===== src/rtl/clk_en_sequencer_if.sv =====
// Button, rate and status bundle for clk_en_sequencer.
// master drives requests; slave (the sequencer) drives enable/status.
interface clk_en_sequencer_if #(
  parameter int DIV_W = 16,
  parameter int CNT_W = 8
);
  logic             step_pb;
  logic             run_pb;
  logic             burst_pb;
  logic [DIV_W-1:0] div_val;
  logic [CNT_W-1:0] burst_len;
  logic             halt;
  logic             clk_en;
  logic             running;
  logic             burst_busy;
  logic [CNT_W-1:0] step_count;

  modport master (
    output step_pb, run_pb, burst_pb,
    output div_val, burst_len, halt,
    input  clk_en, running, burst_busy,
    input  step_count
  );

  modport slave (
    input  step_pb, run_pb, burst_pb,
    input  div_val, burst_len, halt,
    output clk_en, running, burst_busy,
    output step_count
  );
endinterface


===== src/rtl/clk_en_sequencer.sv =====
// Single-step / free-run / burst clock-enable sequencer.
// STEP_COUNT_SAT_EN: step_count saturates instead of wrapping.
module clk_en_sequencer #(
  parameter int DIV_W = 16,
  parameter int CNT_W = 8
) (
  input logic              clk,
  input logic              rst,
  clk_en_sequencer_if.slave bus
);
  typedef enum logic [1:0] {
    IDLE,
    RUN,
    BURST
  } state_t;

  state_t           state_q, state_d;
  logic [2:0]       pb_q, pb_d;
  logic             arm_q, arm_d;
  logic [DIV_W-1:0] div_q, div_d;
  logic [DIV_W-1:0] tick_q, tick_d;
  logic [CNT_W-1:0] rem_q, rem_d;
  logic [CNT_W-1:0] cnt_q, cnt_d;
  logic             clk_en_q, clk_en_d;
  logic             run_st_q, run_st_d;
  logic             bsy_q, bsy_d;
  logic             e_step, e_run, e_burst;
  logic             hit;

  // First cycle after reset is masked so held buttons need a re-press
  assign pb_d    = {bus.burst_pb, bus.run_pb, bus.step_pb};
  assign arm_d   = 1'b1;
  assign e_step  = arm_q & bus.step_pb & ~pb_q[0];
  assign e_run   = arm_q & bus.run_pb & ~pb_q[1];
  assign e_burst = arm_q & bus.burst_pb & ~pb_q[2];
  assign hit     = (tick_q == div_q);

  always_comb begin
    state_d  = state_q;
    div_d    = div_q;
    tick_d   = tick_q;
    rem_d    = rem_q;
    clk_en_d = 1'b0;
    if (bus.halt) begin
      state_d = IDLE;
      tick_d  = '0;
      rem_d   = '0;
    end else begin
      unique case (state_q)
        IDLE: begin
          if (e_run) begin
            state_d = RUN;
            div_d   = bus.div_val;
            tick_d  = '0;
          end else if (e_burst &&
                       bus.burst_len != '0) begin
            state_d = BURST;
            div_d   = bus.div_val;
            rem_d   = bus.burst_len;
            tick_d  = '0;
          end else if (e_step) begin
            clk_en_d = 1'b1;
          end
        end
        RUN: begin
          if (e_run) begin
            state_d = IDLE;
            tick_d  = '0;
          end else if (hit) begin
            clk_en_d = 1'b1;
            tick_d   = '0;
          end else begin
            tick_d = tick_q + DIV_W'(1);
          end
        end
        BURST: begin
          if (e_run) begin
            state_d = IDLE;
            rem_d   = '0;
            tick_d  = '0;
          end else if (hit) begin
            clk_en_d = 1'b1;
            tick_d   = '0;
            rem_d    = rem_q - CNT_W'(1);
            if (rem_q == CNT_W'(1))
              state_d = IDLE;
          end else begin
            tick_d = tick_q + DIV_W'(1);
          end
        end
        default: state_d = IDLE;
      endcase
    end
  end

  always_comb begin
    run_st_d = (state_d == RUN);
    bsy_d    = (state_d == BURST);
    cnt_d    = cnt_q;
`ifdef STEP_COUNT_SAT_EN
    if (clk_en_q && cnt_q != '1)
      cnt_d = cnt_q + CNT_W'(1);
`else
    if (clk_en_q)
      cnt_d = cnt_q + CNT_W'(1);
`endif
  end

  always_ff @(posedge clk or posedge rst) begin
    if (rst) begin
      state_q  <= IDLE;
      pb_q     <= '0;
      arm_q    <= 1'b0;
      div_q    <= '0;
      tick_q   <= '0;
      rem_q    <= '0;
      cnt_q    <= '0;
      clk_en_q <= 1'b0;
      run_st_q <= 1'b0;
      bsy_q    <= 1'b0;
    end else begin
      state_q  <= state_d;
      pb_q     <= pb_d;
      arm_q    <= arm_d;
      div_q    <= div_d;
      tick_q   <= tick_d;
      rem_q    <= rem_d;
      cnt_q    <= cnt_d;
      clk_en_q <= clk_en_d;
      run_st_q <= run_st_d;
      bsy_q    <= bsy_d;
    end
  end

  assign bus.clk_en     = clk_en_q;
  assign bus.running    = run_st_q;
  assign bus.burst_busy = bsy_q;
  assign bus.step_count = cnt_q;
endmodule


===== src/flat_wrapper.sv =====
// flat-port wrapper written by rule: the top's interface ports become plain ports
module clk_en_sequencer_flat 
#(
  parameter int DIV_W = 16,
  parameter int CNT_W = 8
)
  (clk, rst, bus_step_pb, bus_run_pb, bus_burst_pb, bus_div_val, bus_burst_len, bus_halt, bus_clk_en, bus_running, bus_burst_busy, bus_step_count);
  clk_en_sequencer_if #(.DIV_W(DIV_W), .CNT_W(CNT_W)) bus_i ();
  input logic clk;
  input logic rst;
  input wire logic [$bits(bus_i.step_pb)-1:0] bus_step_pb;
  input wire logic [$bits(bus_i.run_pb)-1:0] bus_run_pb;
  input wire logic [$bits(bus_i.burst_pb)-1:0] bus_burst_pb;
  input wire logic [$bits(bus_i.div_val)-1:0] bus_div_val;
  input wire logic [$bits(bus_i.burst_len)-1:0] bus_burst_len;
  input wire logic [$bits(bus_i.halt)-1:0] bus_halt;
  output wire logic [$bits(bus_i.clk_en)-1:0] bus_clk_en;
  output wire logic [$bits(bus_i.running)-1:0] bus_running;
  output wire logic [$bits(bus_i.burst_busy)-1:0] bus_burst_busy;
  output wire logic [$bits(bus_i.step_count)-1:0] bus_step_count;
  assign bus_i.step_pb = bus_step_pb;
  assign bus_i.run_pb = bus_run_pb;
  assign bus_i.burst_pb = bus_burst_pb;
  assign bus_i.div_val = bus_div_val;
  assign bus_i.burst_len = bus_burst_len;
  assign bus_i.halt = bus_halt;
  assign bus_clk_en = bus_i.clk_en;
  assign bus_running = bus_i.running;
  assign bus_burst_busy = bus_i.burst_busy;
  assign bus_step_count = bus_i.step_count;
  clk_en_sequencer #(.DIV_W(DIV_W), .CNT_W(CNT_W)) u_core (.clk(clk), .rst(rst), .bus(bus_i));
endmodule

===== config.mk =====
export PLATFORM = sky130hd
export DESIGN_NAME = clk_en_sequencer_flat
export DESIGN_NICKNAME = d
export VERILOG_FILES = /design/src/rtl/clk_en_sequencer_if.sv /design/src/rtl/clk_en_sequencer.sv /design/src/flat_wrapper.sv
export SDC_FILE = /design/constraint.sdc
export NUM_CORES = 1
export LEC_CHECK = 0
export ABC_AREA = 0
export CORE_ASPECT_RATIO = 0.5
export CORE_UTILIZATION = 50
export DETAILED_ROUTE_END_ITERATION = 7
export GPL_ROUTABILITY_DRIVEN = 1
export GPL_TIMING_DRIVEN = 1
export PLACE_DENSITY = 0.74
export RECOVER_POWER = 25
export REMOVE_ABC_BUFFERS = 1
export SLEW_MARGIN = 20
export SYNTH_ARGS = -nofsm -noshare
export SYNTH_HDL_FRONTEND = slang
export SYNTH_SLANG_ARGS = --single-unit

===== constraint.sdc =====
create_clock -name clk -period 2.6 [get_ports clk]
set_input_delay 0.26 -clock clk [delete_from_list [all_inputs] [get_ports clk]]
set_output_delay 0.26 -clock clk [all_outputs]
set_load 0.005 [all_outputs]

* Word-level counts from Yosys, hierarchy flattened
Cells that the tools add are included.
** Word-level totals
- Register bits :: 57
- Logic and storage cells :: 72
** Operators by class
- Reductions and logical operators :: 10
- Bitwise operators :: 10
- Equality and inequality tests :: 10
- Add/subtract/negate cells :: 3
- Muxes and demuxes :: 29
** Operators with widths (number)
- 16-bit 2-to-1 mux :: 7
- 8-bit 2-to-1 mux :: 5
- 16-bit case mux with 2 select lines :: 1
- 16-bit by 1-bit adder with 16-bit output (second input constant) :: 1
- 16-bit equality test :: 1
- 8-bit case mux with 2 select lines :: 1
- 2-bit 2-to-1 mux :: 7
- 8-bit by 1-bit adder with 8-bit output (second input constant) :: 1
- 8-bit by 1-bit equality test with 1-bit output (second input constant) :: 1
- 4-bit by 2-bit inequality test with 1-bit output (second input constant) :: 2
- 8-bit nonzero test :: 1
- 8-bit by 1-bit subtractor with 8-bit output (second input constant) :: 1
- 1-bit AND :: 6
- 1-bit 2-to-1 mux :: 6
- 2-bit case mux with 3 select lines :: 1
- 3-bit nonzero test :: 2
- 2-bit by 1-bit equality test with 1-bit output (second input constant) :: 2
- 2-bit equality test (second input constant) :: 2
- 1-bit NOT :: 4
- 4-bit AND reduction :: 1
- 3-bit by 2-bit inequality test with 1-bit output (second input constant) :: 1
- 3-bit inequality test (second input constant) :: 1
- 3-bit AND reduction :: 1
- 2-bit logical NOT :: 1
- other kinds (5) :: 5

* Longest topological paths before layout
- Depth in word-level cells :: 8
- Mapped depth :: 9
- Depth with buffers taken out :: 7

* Worst setup path after synthesis
OpenSTA, ideal clock, no wires.
- Kind :: register to register
- Start :: reg u_core.state_q[0]
- End :: reg u_core.rem_q[3]
- Path slack :: 718 ps
- Stages on the path, launching flop included :: 9
- Period minus slack after synthesis :: 1882 ps
- Buffers on the path :: 1
- Arrival time :: 1747 ps
- Cells stage by stage :: dfrtp_1 -> inv_1 -> ha_1 -> clkbuf_1 -> o21ai_0 -> o22ai_1 -> nand2b_1 -> o311ai_0 -> a21oi_1
** On the way
- Cells in the longest elaborated chain, start to end :: 3
- Elaborated cells between the ends (all ways) :: 9
- Those cells by class :: eq/ne (4); mux (2); reduce/logical (3)
** RTL lines
- start, declared :: RTL line clk_en_sequencer.sv:17 : state_t state_q, state_d;
- start signal, assigned :: RTL line clk_en_sequencer.sv:122 : state_q <= state_d;
- 2-bit equality test or 2-bit logical NOT (tied branches) :: RTL line clk_en_sequencer.sv:49 : unique case (state_q)
- 4-bit by 2-bit inequality test with 1-bit output (no line) (tied with other cells)
- 4-bit AND reduction (no line) or 8-bit 2-to-1 mux (tied branches)
- end signal, assigned :: RTL line clk_en_sequencer.sv:127 : rem_q <= rem_d;
- end, declared :: RTL line clk_en_sequencer.sv:22 : logic [CNT_W-1:0] rem_q, rem_d;
Parallel ways exist; a longest one is shown, timed or not.
A chain may end at the register's enable or synchronous reset.

* Worst setup path in the final report
- Start :: reg u_core.tick_q[12]
- End :: reg u_core.run_st_q, in the netlist u_core.bus.running
** On the way
- Cells in the longest elaborated chain, start to end :: 6
** RTL lines
- start, declared :: RTL line clk_en_sequencer.sv:21 : logic [DIV_W-1:0] tick_q, tick_d;
- start signal, assigned :: RTL line clk_en_sequencer.sv:126 : tick_q <= tick_d;
- 16-bit equality test :: RTL line clk_en_sequencer.sv:36 : assign hit = (tick_q == div_q);
- 2-bit 2-to-1 mux :: RTL line clk_en_sequencer.sv:81 : end else if (hit) begin
- 2-bit 2-to-1 mux :: RTL line clk_en_sequencer.sv:77 : if (e_run) begin
- 2-bit case mux with 3 select lines :: RTL line clk_en_sequencer.sv:49
- 2-bit 2-to-1 mux :: RTL line clk_en_sequencer.sv:44 : if (bus.halt) begin
- 2-bit by 1-bit equality test with 1-bit output :: RTL line clk_en_sequencer.sv:97 : run_st_d = (state_d == RUN);
- net u_core.run_st_d :: RTL line clk_en_sequencer.sv:25 : logic run_st_q, run_st_d;
- end signal, assigned :: RTL line clk_en_sequencer.sv:130 : run_st_q <= run_st_d;
- end, declared :: RTL line clk_en_sequencer.sv:25
The timed path passes the listed nets, and every way through them passes these cells.

==> flow_metrics.env <==
export IMPL_clk_pin_slew_worst_paths_ps=50
export IMPL_dp_slack_ps=263
export IMPL_rows=19
export IMPL_startpoint_type="flip-flop"
export IMPL_vias=2505
export IMPL_postLayoutCellArea_um2=3890
export IMPL_worstPathRequired_ps=2850
export IMPL_final_util=0.681
export IMPL_synth_top_area_cell="dfrtp_1"
export IMPL_post_dp_cell_area_um2=3590
export IMPL_setup_violations_final=0
export IMPL_synth_seq_cells=57
export IMPL_cts_hold_buf=0
export IMPL_ys_async_sr_fraction=1.00
export IMPL_cts_sinks=57
export IMPL_synthesis_area_um2=3090
export IMPL_setup_ws_ps=304
export IMPL_start_util=0.541
export IMPL_insertion_delay_ps=320
export IMPL_cts_resized=0
export IMPL_power_density_nw_per_um2=699
export IMPL_cp_startpoint="u_core.tick_q[12]$_DFFE_PP0P_"
export IMPL_detailed_place_hpwl_um=4890
export IMPL_min_period_ps=2300
export IMPL_drtAntennaViolNets=0
export IMPL_leakagePower_nw=1.69
export IMPL_slew_violations=0
export IMPL_syn_inst=309
export IMPL_cts_setup_buffers=0
export IMPL_min_from="u_core.bus.step_count[7]$_DFFE_PP0P_"
export IMPL_die_width_um=113
export IMPL_tns_ps=0
export IMPL_area_growth_pct=25.9
export IMPL_netlist_area_leader_share=0.462
export IMPL_synth_main_ff_cell="dfrtp_1"
export IMPL_met3_usage=0.0670
export IMPL_yosysUniqueCellTypes=48
export IMPL_coreArea_um2=5710
export IMPL_nNetsFinal=396
export IMPL_peakVddDrop_v=0.000519
export IMPL_h_tree_depth=3
export IMPL_ys_warnings_count=0
export IMPL_final_hold_viol_count=0
export IMPL_totalWireLength_um=6940
export IMPL_grtUsageMet1=0.305
export IMPL_cts_root_buf="clkbuf_16"
export IMPL_tightest_slew_ps=989
export IMPL_drcViolationCount=0
export IMPL_critPathKind="flip-flop to flip-flop"
export IMPL_synth_edf_count=0
export IMPL_met2_usage=0.393
export IMPL_crit_arrival_ps=2550
export IMPL_die_height_um=57.6
export IMPL_cap_violations=0
export IMPL_cts_buffers=9
export IMPL_grt_pass1_vias=2463
export IMPL_fmax_mhz=436
export IMPL_slew_headroom=0.340
export IMPL_io_pins=41
export IMPL_status="completed"
export IMPL_antenna_found_initial=0
export IMPL_final_cell_count_no_fill=436
export IMPL_gr_total_overflow=0
export IMPL_firstDrtPassIters=4
export IMPL_r2r_start="u_core.tick_q[12]$_DFFE_PP0P_"
export IMPL_grt_pass1_wl_um=11700
export IMPL_synth_seq_area_share=0.462
export IMPL_n_antenna_cell=0
export IMPL_grt_start_max_net_pins=33
export IMPL_ys_top_cells_by_area="dfrtp_1 (46%), mux2_2 (6.2%), xor2_1 (5.1%), nand2_1 (4.0%), ha_1 (3.2%)"
export IMPL_cts_tree="yes"
export IMPL_port_buffers=40
export IMPL_hp_class="flip-flop to flip-flop"
export IMPL_dp_cells=420
export IMPL_power_mw=2.72
export IMPL_fin_skew_ps=4.52
export IMPL_period_share=0.883
export IMPL_rsz0062_at_grt="false"
export IMPL_via_per_inst=5.75
export IMPL_layout_drive_gt1_share=0.140
export IMPL_hold_ws_ps=460
export IMPL_drt_initial_drc_count=110
export IMPL_path_max_fanout=10
export IMPL_worst_setup_path_end_kind="flip-flop"
export IMPL_die_area_um2=6510
export IMPL_grt_usage=0.238
export IMPL_place_congestion=0.875
export IMPL_busiest_layer="met2"
export IMPL_syn_area_per_cell_um2=9.99
export IMPL_clockBufferDepth=2
export IMPL_wire_per_inst_um=15.9
worst max-delay path: stages (launching register included):
cell	delay [ps]
dfrtp_1	440
xor2_1	180
nor4_2	420
nand4_2	220
buf_4	240
or3_1	370
o311ai_2	120
and3b_1	230
state kept, by name, indices dropped and copies added, names as in the netlist:
signal and count:
u_core.bus.clk_en 1, u_core.tick_q 16, u_core.pb_q 3, u_core.div_q 16, u_core.bus.burst_busy 1, u_core.bus.running 1
u_core.bus.step_count 8, u_core.rem_q 8, u_core.arm_q 1, u_core.state_q 2
worst paths after layout:
kind                                                   endpoint  slack (ps)  depth (start not counted)
min in group asynchronous           u_core.state_q[1]$_DFF_PP0_         610                          2
max in group asynchronous           u_core.div_q[0]$_DFFE_PP0P_         660                          3
hold reg to reg            u_core.bus.step_count[7]$_DFFE_PP0P_         460                          1
hold / removal             u_core.bus.step_count[7]$_DFFE_PP0P_         460                          1
setup / recovery                   u_core.bus.running$_DFF_PP0_         300                          7
setup reg to reg                   u_core.bus.running$_DFF_PP0_         300                          7
layout make-up:
cell class,count,area (um2)
fill,467,1820
clock buffer,14,274
timing repair buffer,50,473
clock inverter,2,35.0
inverter,16,60.1
sequential,57,1430
multi-input combinational,224,1530
tap,73,91.3
layout by cell type, fill, tap and decap left out, drive strengths merged, types with 7 or more instances in the layout:
cell / synthesis / final
a21oi: 13 / 13
clkdlybuf4s50: 0 / 36
or3: 7 / 7
ha: 8 / 8
o21ai: 14 / 14
dfrtp: 57 / 57
buf: 8 / 9
clkbuf: 4 / 15
nand4: 8 / 8
nand2: 33 / 33
mux2: 17 / 17
nor2: 18 / 18
inv: 16 / 16
xor2: 18 / 18
nand3: 16 / 16
nor4: 8 / 8
cell families (layout without fill, tap and decap cells):
kind of cell,Yosys count,count (layout),share of synthesized area
compound gates,58,58,0.130
xor+xnor,23,23,0.0653
fa+ha+maj,8,8,0.0324
buf+inv,28,82,0.0434
flops,57,57,0.462
mux,18,18,0.0653
other cells,1,1,0.00121
simple gates,116,116,0.200
layer usage:
metal	part of all wire	wire length (um)	vias to the layer above
li1	-	-	1203
met5	0	0	-
met4	0.014	96	0
met3	0.043	301	10
met2	0.48	3350	62
met1	0.46	3190	1230
report_power, final:
part	switching [mW]	leakage, nW	total [mW]	internal [mW]
Clock	0.376	0.153	1.19	0.817
Combinational	0.206	0.791	0.443	0.237
Sequential	0.0890	0.746	1.08	0.993
Yosys cell counts (7+ instances only):
master and instances:
or3_1 7, inv_1 16, a21oi_1 12, xor2_1 18
nand2_1 33, dfrtp_1 57, o21ai_0 14, mux2_2 17
ha_1 8, nand3_1 16, nand4_1 7, nor2_1 18
Note: power is estimated with default switching activity, not from simulation.
